$ cat src/rtl/ss_controller.sv
// Save/restore walker: queries each device slot for a header, then streams its words out to
// the save stream or back in from the restore stream, one acked request at a time.
module ss_controller #(
    parameter int unsigned COUNT   = 8,
    parameter int unsigned TIMEOUT = 255
) (
    input  logic                  clock,
    input  logic                  reset,
    input  logic                  start,
    input  logic                  restore,
    output logic                  busy,
    output logic                  done,
    output logic                  error,
    output logic [63:0]           ss_data,
    output logic [23:0]           ss_addr,
    output logic [COUNT-1:0]      ss_select,
    output logic                  ss_write,
    output logic                  ss_read,
    output logic                  ss_query,
    input  logic [64*COUNT-1:0]   ss_dout,
    input  logic [COUNT-1:0]      ss_ack,
    output logic [63:0]           out_data,
    output logic                  out_valid,
    input  logic                  out_ready,
    input  logic [63:0]           in_data,
    input  logic                  in_valid,
    output logic                  in_ready
);

    localparam int unsigned IdxW = (COUNT > 1) ? $clog2(COUNT) : 1;
    localparam int unsigned TmrW = $clog2(TIMEOUT + 1);

    typedef enum logic [3:0] {
        StIdle, StQuery, StHeader, StReq, StPush, StPull, StNext, StDone, StError
    } state_e;

    state_e            state_q, state_d;
    logic [IdxW-1:0]   idx_q, idx_d;
    logic [23:0]       word_q, word_d;
    logic [TmrW-1:0]   tmr_q, tmr_d;
    logic [63:0]       hdr_q, hdr_d;
    logic              mode_q, mode_d;
    logic              busy_q, busy_d;
    logic              done_q, done_d;
    logic              error_q, error_d;
    logic [63:0]       ss_data_q, ss_data_d;
    logic [23:0]       ss_addr_q, ss_addr_d;
    logic [COUNT-1:0]  ss_select_q, ss_select_d;
    logic              write_q, write_d;
    logic              read_q, read_d;
    logic              query_q, query_d;
    logic [63:0]       out_data_q, out_data_d;
    logic              out_valid_q, out_valid_d;
    logic              in_ready_q, in_ready_d;

    logic [63:0]       dev_dout;
    logic              dev_ack;
    logic              tmr_expired;
    logic              last_word;
    logic              go_error;
    logic [COUNT-1:0]  sel_idx;

    always_comb begin
        dev_dout = '0;
        dev_ack  = 1'b0;
        for (int i = 0; i < COUNT; i++) begin
            if (idx_q == IdxW'(i)) begin
                dev_dout = ss_dout[64*i +: 64];
                dev_ack  = ss_ack[i];
            end
        end
    end

    assign sel_idx     = COUNT'(1) << idx_q;
    assign tmr_expired = (tmr_q == TmrW'(TIMEOUT - 1));
    assign last_word   = (word_q == hdr_q[23:0] - 24'd1);

    always_comb begin
        state_d     = state_q;
        idx_d       = idx_q;
        word_d      = word_q;
        tmr_d       = tmr_q;
        hdr_d       = hdr_q;
        mode_d      = mode_q;
        busy_d      = busy_q;
        done_d      = 1'b0;
        error_d     = error_q;
        ss_data_d   = ss_data_q;
        ss_addr_d   = ss_addr_q;
        ss_select_d = ss_select_q;
        write_d     = write_q;
        read_d      = read_q;
        query_d     = query_q;
        out_data_d  = out_data_q;
        out_valid_d = out_valid_q;
        in_ready_d  = in_ready_q;
        go_error    = 1'b0;

        unique case (state_q)
            StIdle: begin
                if (start) begin
                    busy_d      = 1'b1;
                    error_d     = 1'b0;
                    mode_d      = restore;
                    idx_d       = '0;
                    word_d      = '0;
                    tmr_d       = '0;
                    ss_select_d = COUNT'(1);
                    query_d     = 1'b1;
                    state_d     = StQuery;
                end
            end
            StQuery: begin
                if (dev_ack) begin
                    query_d     = 1'b0;
                    ss_select_d = '0;
                    tmr_d       = '0;
                    hdr_d       = dev_dout;
                    // Counts beyond 24 bits cannot be addressed.
                    if (dev_dout[31:24] != 8'd0) begin
                        go_error = 1'b1;
                    end else begin
                        state_d = StHeader;
                        if (mode_q) begin
                            in_ready_d = 1'b1;
                        end else begin
                            out_valid_d = 1'b1;
                            out_data_d  = dev_dout;
                        end
                    end
                end else if (tmr_expired) begin
                    query_d     = 1'b0;
                    ss_select_d = '0;
                    tmr_d       = '0;
                    state_d     = StNext;
                end else begin
                    tmr_d = tmr_q + TmrW'(1);
                end
            end
            StHeader: begin
                if (!mode_q) begin
                    if (out_valid_q && out_ready) begin
                        out_valid_d = 1'b0;
                        if (hdr_q[31:0] == 32'd0) begin
                            state_d = StNext;
                        end else begin
                            read_d      = 1'b1;
                            ss_select_d = sel_idx;
                            ss_addr_d   = word_q;
                            tmr_d       = '0;
                            state_d     = StReq;
                        end
                    end
                end else if (in_valid && in_ready_q) begin
                    in_ready_d = 1'b0;
                    if (in_data != hdr_q) begin
                        go_error = 1'b1;
                    end else if (hdr_q[31:0] == 32'd0) begin
                        state_d = StNext;
                    end else begin
                        in_ready_d = 1'b1;
                        state_d    = StPull;
                    end
                end
            end
            StReq: begin
                if (dev_ack) begin
                    read_d      = 1'b0;
                    write_d     = 1'b0;
                    ss_select_d = '0;
                    tmr_d       = '0;
                    if (!mode_q) begin
                        out_valid_d = 1'b1;
                        out_data_d  = dev_dout;
                        state_d     = StPush;
                    end else if (last_word) begin
                        state_d = StNext;
                    end else begin
                        word_d     = word_q + 24'd1;
                        in_ready_d = 1'b1;
                        state_d    = StPull;
                    end
                end else if (tmr_expired) begin
                    go_error = 1'b1;
                end else begin
                    tmr_d = tmr_q + TmrW'(1);
                end
            end
            StPush: begin
                if (out_valid_q && out_ready) begin
                    out_valid_d = 1'b0;
                    if (last_word) begin
                        state_d = StNext;
                    end else begin
                        word_d      = word_q + 24'd1;
                        read_d      = 1'b1;
                        ss_select_d = sel_idx;
                        ss_addr_d   = word_q + 24'd1;
                        tmr_d       = '0;
                        state_d     = StReq;
                    end
                end
            end
            StPull: begin
                if (in_valid && in_ready_q) begin
                    in_ready_d  = 1'b0;
                    ss_data_d   = in_data;
                    write_d     = 1'b1;
                    ss_select_d = sel_idx;
                    ss_addr_d   = word_q;
                    tmr_d       = '0;
                    state_d     = StReq;
                end
            end
            StNext: begin
                word_d = '0;
                if (idx_q == IdxW'(COUNT - 1)) begin
                    done_d  = 1'b1;
                    busy_d  = 1'b0;
                    state_d = StDone;
                end else begin
                    idx_d       = idx_q + IdxW'(1);
                    ss_select_d = COUNT'(1) << (idx_q + IdxW'(1));
                    query_d     = 1'b1;
                    tmr_d       = '0;
                    state_d     = StQuery;
                end
            end
            StDone:  state_d = StIdle;
            StError: state_d = StIdle;
            default: state_d = StIdle;
        endcase

        if (go_error) begin
            state_d     = StError;
            error_d     = 1'b1;
            busy_d      = 1'b0;
            query_d     = 1'b0;
            read_d      = 1'b0;
            write_d     = 1'b0;
            ss_select_d = '0;
            out_valid_d = 1'b0;
            in_ready_d  = 1'b0;
        end
    end

    always_ff @(posedge clock or posedge reset) begin
        if (reset) begin
            state_q     <= StIdle;
            idx_q       <= '0;
            word_q      <= '0;
            tmr_q       <= '0;
            hdr_q       <= '0;
            mode_q      <= 1'b0;
            busy_q      <= 1'b0;
            done_q      <= 1'b0;
            error_q     <= 1'b0;
            ss_data_q   <= '0;
            ss_addr_q   <= '0;
            ss_select_q <= '0;
            write_q     <= 1'b0;
            read_q      <= 1'b0;
            query_q     <= 1'b0;
            out_data_q  <= '0;
            out_valid_q <= 1'b0;
            in_ready_q  <= 1'b0;
        end else begin
            state_q     <= state_d;
            idx_q       <= idx_d;
            word_q      <= word_d;
            tmr_q       <= tmr_d;
            hdr_q       <= hdr_d;
            mode_q      <= mode_d;
            busy_q      <= busy_d;
            done_q      <= done_d;
            error_q     <= error_d;
            ss_data_q   <= ss_data_d;
            ss_addr_q   <= ss_addr_d;
            ss_select_q <= ss_select_d;
            write_q     <= write_d;
            read_q      <= read_d;
            query_q     <= query_d;
            out_data_q  <= out_data_d;
            out_valid_q <= out_valid_d;
            in_ready_q  <= in_ready_d;
        end
    end

    assign busy      = busy_q;
    assign done      = done_q;
    assign error     = error_q;
    assign ss_data   = ss_data_q;
    assign ss_addr   = ss_addr_q;
    assign ss_select = ss_select_q;
    assign ss_write  = write_q;
    assign ss_read   = read_q;
    assign ss_query  = query_q;
    assign out_data  = out_data_q;
    assign out_valid = out_valid_q;
    assign in_ready  = in_ready_q;

endmodule

$ cat config.mk
export PLATFORM = sky130hd
export DESIGN_NAME = ss_controller
export DESIGN_NICKNAME = d
export VERILOG_FILES = /design/src/rtl/ss_controller.sv
export SDC_FILE = /design/constraint.sdc
export NUM_CORES = 1
export LEC_CHECK = 0
export ABC_CLOCK_PERIOD_IN_PS = 6750
export BUFFER_PORTS_ARGS = -buffer_cell sky130_fd_sc_hd__buf_2
export CORE_AREA = 2 2 297 299
export CTS_CLUSTER_DIAMETER = 30
export CTS_CLUSTER_SIZE = 10
export DETAILED_ROUTE_END_ITERATION = 8
export DIE_AREA = 0 0 299 301
export PLACE_DENSITY = 0.49
export REMOVE_ABC_BUFFERS = 1
export SLEW_MARGIN = 20
export SYNTH_ARGS = -nofsm -noshare
export SYNTH_HDL_FRONTEND = slang
export SYNTH_SLANG_ARGS = --single-unit
$ cat constraint.sdc
create_clock -name clock -period 6.75 [get_ports clock]
set_input_delay 0 -clock clock [delete_from_list [all_inputs] [get_ports clock]]
set_output_delay 0 -clock clock [all_outputs]
set_load 0.01 [all_outputs]
# ---- Word level (Yosys, flattened, before mapping)
# Index checks and enable logic that the tools add are counted.
dict set report classes {
  add_sub_neg 4
  n_eq_ne 51
  shifts 2
  n_mux 135
  n_reduce_logical 37
}
# operator count
set op_table {}
lappend op_table {{$mux 64} 12}
lappend op_table {{$mux 24} 11}
lappend op_table {{$mux 8} 24}
lappend op_table {{$pmux 64 s2} 1}
lappend op_table {{$pmux 8 s7} 2}
lappend op_table {{$pmux 24 s4} 1}
lappend op_table {{$pmux 24 s3} 1}
lappend op_table {{$ne 64x64->1} 1}
lappend op_table {{$mux 1} 54}
lappend op_table {{$ne 3x3->1 const B} 18}
lappend op_table {{$mux 4} 12}
lappend op_table {{$logic_not 32->1} 1}
lappend op_table {{$pmux 4 s7} 1}
lappend op_table {{$add 24x1->24 const B} 1}
lappend op_table {{$eq 24x24->1} 1}
lappend op_table {{$ne 2x2->1 const B} 12}
lappend op_table {{$sub 24x1->24 const B} 1}
lappend op_table {{$ne 4x4->1 const B} 5}
lappend op_table {{$reduce_and 10->1} 2}
lappend op_table {{$reduce_bool 8->1} 2}
lappend op_table {{$shl 1x3->8 const A} 2}
lappend op_table {{$mux 3} 5}
lappend op_table {{$reduce_and 7->1} 2}
lappend op_table {{$eq 3x3->1 const B} 4}
lappend op_table {{other kinds (27)} 53}
dict set report word_totals {
  reg_bits 272
  out_inout_bits 168
}

# ---- Longest topological paths before layout
dict set report depth {
  depth_word 15
  depth_mapped 18
  mapped_depth_nobuf 13
}

# ---- Worst setup path after synthesis
# OpenSTA, ideal clock, no wires.
dict set report synth_path {
  path_kind {register -> register}
  from {register idx_q[2]}
  to {register out_data_q[0] (netlist: out_data[0])}
  setup_time_ns 0.135
  arrival_ns 3.538
  path_slack_ns 3.076
  path_stages_with_launch 18
  path_buffers 6
  period_less_slack_ns 3.674
  path_cell_list {dfrtp_1 > buf_2 > buf_1 > inv_1 > ha_1 > clkbuf_1 > a21oi_1 > a21oi_1 > o311ai_0 > o2111ai_1 > nor4_1 > o21ai_0 > or3_1 > buf_2 > buf_2 > clkbuf_1 > nand2_1 > o21ai_0}
}
dict set report synth_via {
  elab_chain_cells 13
  word_cells_on_any_way 34
  cone_classes {eq/ne: 10; mux: 21; reduce/logical: 3}
}
# element line_no
set synth_lines {}
lappend synth_lines {{start, declared} 38} ;# logic [IdxW-1:0] idx_q, idx_d;
lappend synth_lines {{start signal, assigned} 269} ;# idx_q <= idx_d;
lappend synth_lines {{$logic_not 3->1} 67} ;# if (idx_q == IdxW'(i)) begin
lappend synth_lines {{$mux 64 (8 in series)} 67}
lappend synth_lines {{$mux 64} {124, 172}}
lappend synth_lines {{$mux 64} 120} ;# if (dev_dout[31:24] != 8'd0) begin
lappend synth_lines {{$mux 64} 114} ;# if (dev_ack) begin
lappend synth_lines {{$pmux 64 s2} 99} ;# unique case (state_q)
lappend synth_lines {{end signal, assigned} 283} ;# out_data_q <= out_data_d;
lappend synth_lines {{end, declared} 52} ;# logic [63:0] out_data_q, out_data_d;
# Parallel ways exist; a longest one is shown, timed or not. The select of a mux whose other input is x is not followed.
# A chain may end at the register's enable or synchronous reset.

# ---- Final worst setup path
dict set report layout_path {
  from {register idx_q[1]}
  to {register out_data_q[15] (netlist: out_data[15])}
}
# Same word-level chain as after synthesis.

==> results <==
- The net count of the finished layout is 3,558.
- For this run, the leading register cell type out of synthesis is dfrtp_1.
- Of the post-synthesis cell area, the part taken by muxes is 6.726%.
- The power per cell area is 415.4 nW/um^2.
- The first global-routing pass estimated 139,700 microns of wire.
- Sequential cells were found to cover approximately two fifths of the synthesized design area.
- For this design the static power due to leakage is 12.79 nW.
- The weighted congestion at the end of routability-driven global placement is 0.9056.
- The number of hold violations in the final report is 0.
- The horizontal extent of the die is 299 microns.
- The distinct cell type count of the synthesized netlist is 79.
- In the routed layout, each cell is associated on average with a via count of 4.867.
- The classification of the worst-slack hold path is input pin to flop.
- Setup repair after global routing left no endpoint under its margin.
- The full die area is 90,000 sq um.
- The clock reaches the later pin of the worst-skew pair after 640 ps.
- The number of clock buffers inserted by TritonCTS is 96.
- For this run, asynchronously set or reset flops after synthesis account for between 90% and 100%.
- Detailed routing inserted a total of just over 20,000 vias.
- STA classifies the critical path startpoint as a flop.
- The maximum level of the CTS H-tree is 3.
- Setup violations remaining at the end of the flow were counted as 0.
- The number of buffers between clock root and the deepest sink is 3.
- The clock input transition at the sequential cells of the worst setup and hold paths is 50 ps.
- The final instance count without filler cells is about 4,200.
- The iteration count of the initial detailed-routing pass is 5.
- The area inside the core boundary is 86,480 sq um.
- STA puts the critical path data required time at roughly 7200 ps.
- The count of nets left with antenna violations once routing finished came out at 0.
- Summed over all layers, the routed wires come to 98,800 microns.
- The initial standard-cell utilization of the core is 20.37%.
- For this run, design rule violations remaining after detail routing come to 0.
- In this run the worst path has a maximum fanout of 88.
- In this run the tool buffered the top-level ports with 757 buffer cells.
- The post-synthesis area per instance is 8.498 sq um.
- The clock sink count is 272.
- The instance count after placement with tap cells included is between 3,000 and 4,000.
- The xor-xnor portion of the synthesized cell area is between 5 and 6%.
- The slew at the pin closest to its max-slew limit is 1071 ps.
- Entering global routing, the biggest net connects 156 pins.
- The synthesized area is approximately 18,000 sq um.
- The worst endpoint data arrival time is 5600 ps.
- The share of final-layout standard cells stronger than drive strength 1 is 35.97%.
- Max-cap violations in this run came to 0.
- Counting flops and latches in the post-synthesis netlist gives 272.
- The dominant combinational cell family by area after synthesis is compound AO/OA/AOI/OAI gates.
- The worst IR drop on VDD is about 200 uV.
- Measured along the y axis, the die boundary spans 301 microns.
- The largest clock skew in the final design is 34.33 ps.
- The number of pins with negative max-slew slack in the final report came to 0.
- The overflow left after global routing is 0.
- The flow ran to the end, and the final reports show no timing, DRC or antenna violations.
- Static timing analysis puts the maximum clock frequency at 0.1940 GHz.
- The post-synthesis compound-gate area fraction is between 20% and 30%.
- In this run the tightest slew margin relative to its limit is 28.14%.
- The clock tree from TritonCTS is done.
- After the first detailed-routing iteration, the DRC count stood at 1,714.
- Subtracting the final worst setup slack from the clock period gives 5155 ps.
- For this run, the share of the core covered by cells in the final layout is 32.07%.
- The via count of the first global-routing pass came to 20,122.
- The number of instances in the synthesized netlist is about 2,100.
- After detailed routing, the average wire length per cell comes to 23.52 microns.
- The number of gates resized after CTS was 0.
- The endpoint kind of the worst setup timing path is a flop.
- The HPWL after detailed placement is between 70,000 and 80,000 microns.
- The number of top-level pins is 758.
- In this run, synthesis inferred 0 flip-flops with an integrated enable.
- The adder and majority cell fraction of the synthesized area is 0.7813%.
- The initial antenna violation count is 35.
- Relative to the synthesized area, the layout overhead comes to 57.47%.
- Of the total synthesized cell area, the portion taken by AND, OR, NAND and NOR gates is about 17%.
- The number of warnings issued by yosys is 0.
- The overall global routing resource usage is 21.12%.
- The final critical path takes up 76.37% of the cycle.
- The cell chosen for the clock root is clkbuf_16.
- The critical path is of the flop to flop type.
- The placement row count is about 110.
==> registers in the layout, indices dropped and copies added, names as in the netlist <==
name / flops
ss_read: 1
out_data: 64
done: 1
in_ready: 1
state_q: 4
ss_write: 1
ss_addr: 24
ss_data: 64
ss_select: 8
out_valid: 1
idx_q: 3
mode_q: 1
error: 1
ss_query: 1
word_q: 24
busy: 1
tmr_q: 8
hdr_q: 64
==> worst max-delay path, cell delays in order, from the launching register on <==
cell and delay (ps):
dfrtp_1 430, ha_1 290, ha_4 390, buf_4 550, or3b_2 480, a2111oi_0 430
a211oi_1 160, o211ai_1 250, nor4_1 130, o21ai_0 250, or3_4 440, buf_4 760
o21ai_0 210
==> layout make-up <==
| cell class | count | area [sq um] |
|---|---|---|
| fillers | 9302 | 58740 |
| flip-flops and latches | 272 | 6807 |
| multi-input cells | 1573 | 10010 |
| well taps | 1155 | 1445 |
| clock inverters | 36 | 518.0 |
| diodes | 16 | 40.04 |
| inverters | 39 | 155.1 |
| clock buffers | 135 | 2830 |
| repair buffers | 975 | 5931 |
==> through the flow <==
| stage | instance area [sq um] | setup TNS (ps) | setup WS (ps) | hold slack, ps | power (mW) |
|---|---|---|---|---|---|
| 2_1_floorplan | 16860 | -203920 | -745.4 | 150.5 | 4.979 |
| 3_3_place_gp | 22480 | 0 | 1693 | 85.19 | 6.786 |
| 3_5_place_dp | 22480 | 0 | 1527 | 91.19 | 6.804 |
| 4_1_cts | 27700 | 0 | 1554 | 2.518 | 11.66 |
| 5_1_grt | 27730 | 0 | 1033 | 35.15 | 12.22 |
| 6_report | 27740 | 0 | 1595 | 28.37 | 11.52 |
==> timing repair <==
item / CTS / global route
endpoints found under the setup margin: 0 / 0
setup buffers: 0 / 0
endpoints found under the hold margin: 260 / 0
hold buffers: 187 / 0
==> power by group <==
part | leakage [nW] | internal, mW | switching [mW]
clock | 1.64 | 3.22 | 1.29
sequential | 3.55 | 2.23 | 0.642
combinational | 7.60 | 1.75 | 2.39
==> cells by family after synthesis <==
logic type	Yosys count
AND/OR/NAND/NOR	656
buffers and inverters	228
AO/OA/AOI/OAI	691
XOR/XNOR	116
flip-flops	272
multiplexers	99
adder cells (fa/ha/maj)	11
==> metal layers <==
metal	wire, microns	up-vias	global-route usage [%]
met2	45450	882	33.39
met5	129	-	0
met3	7504	166	5.411
met1	42890	9921	27.75
met4	2820	22	7.679
li1	-	9456	-
==> worst paths after layout <==
kind	slack, ps	cells after the start	startpoint	to
worst max-delay path	1590	12	idx_q[1]$_DFFE_PP0P_	out_data[15]$_DFFE_PP0P_
worst min-delay path	30	5	ss_dout[338]	hdr_q[18]$_DFFE_PP0P_
worst max register to register	1590	12	idx_q[1]$_DFFE_PP0P_	out_data[15]$_DFFE_PP0P_
worst min register to register	470	2	out_data[39]$_DFFE_PP0P_	out_data[39]$_DFFE_PP0P_
max in group asynchronous	4800	5	reset	hdr_q[42]$_DFFE_PP0P_
min in group asynchronous	570	4	reset	ss_data[56]$_DFFE_PP0P_
==> synthesized netlist by cell type, types with 13 or more instances <==
cell,count,area [sq um]
xnor2_1,36,315.3
inv_1,39,146.4
mux2_2,75,844.6
nand3_1,42,210.2
mux2_4,20,300.3
or3_1,21,131.4
o311ai_0,59,516.8
and3_1,13,81.33
a21oi_1,111,555.5
nand2_1,319,1197
a221oi_1,62,543.0
nor4_1,24,150.1
o21ai_0,226,1131
a211oi_1,18,135.1
clkbuf_1,157,589.3
a31oi_1,68,425.4
o211ai_1,69,518.0
dfrtp_1,272,6807
buf_2,18,90.09
nor2_1,113,424.2
xor2_1,80,700.7
nor2b_1,18,112.6
nor3_1,27,135.1
==> cells in the final DEF (no fill, tap or decap), types with 6 or more instances in the layout <==
master / count
buf_2: 757
nand2_1: 315
dfrtp_1: 272
o21ai_0: 225
dlygate4sd3_1: 187
nor2_1: 113
a21oi_1: 111
clkbuf_16: 97
xor2_1: 80
mux2_2: 75
o211ai_1: 69
a31oi_1: 68
a221oi_1: 62
o311ai_0: 58
nand3_1: 42
inv_1: 37
xnor2_1: 36
buf_4: 28
clkbuf_8: 26
nor3_1: 25
nor4_1: 24
or3_1: 20
mux2_4: 20
a211oi_1: 18
diode_2: 16
clkinv_2: 16
nor2b_1: 15
and3_1: 13
clkbuf_1: 12
nand3b_1: 11
and2_1: 11
or2_2: 11
nand4_1: 11
ha_1: 9
bufinv_16: 9
o2111ai_1: 8
a32o_1: 7
nor3b_1: 6
clkinvlp_4: 6
No activity file was read; power rests on OpenSTA's default activity.
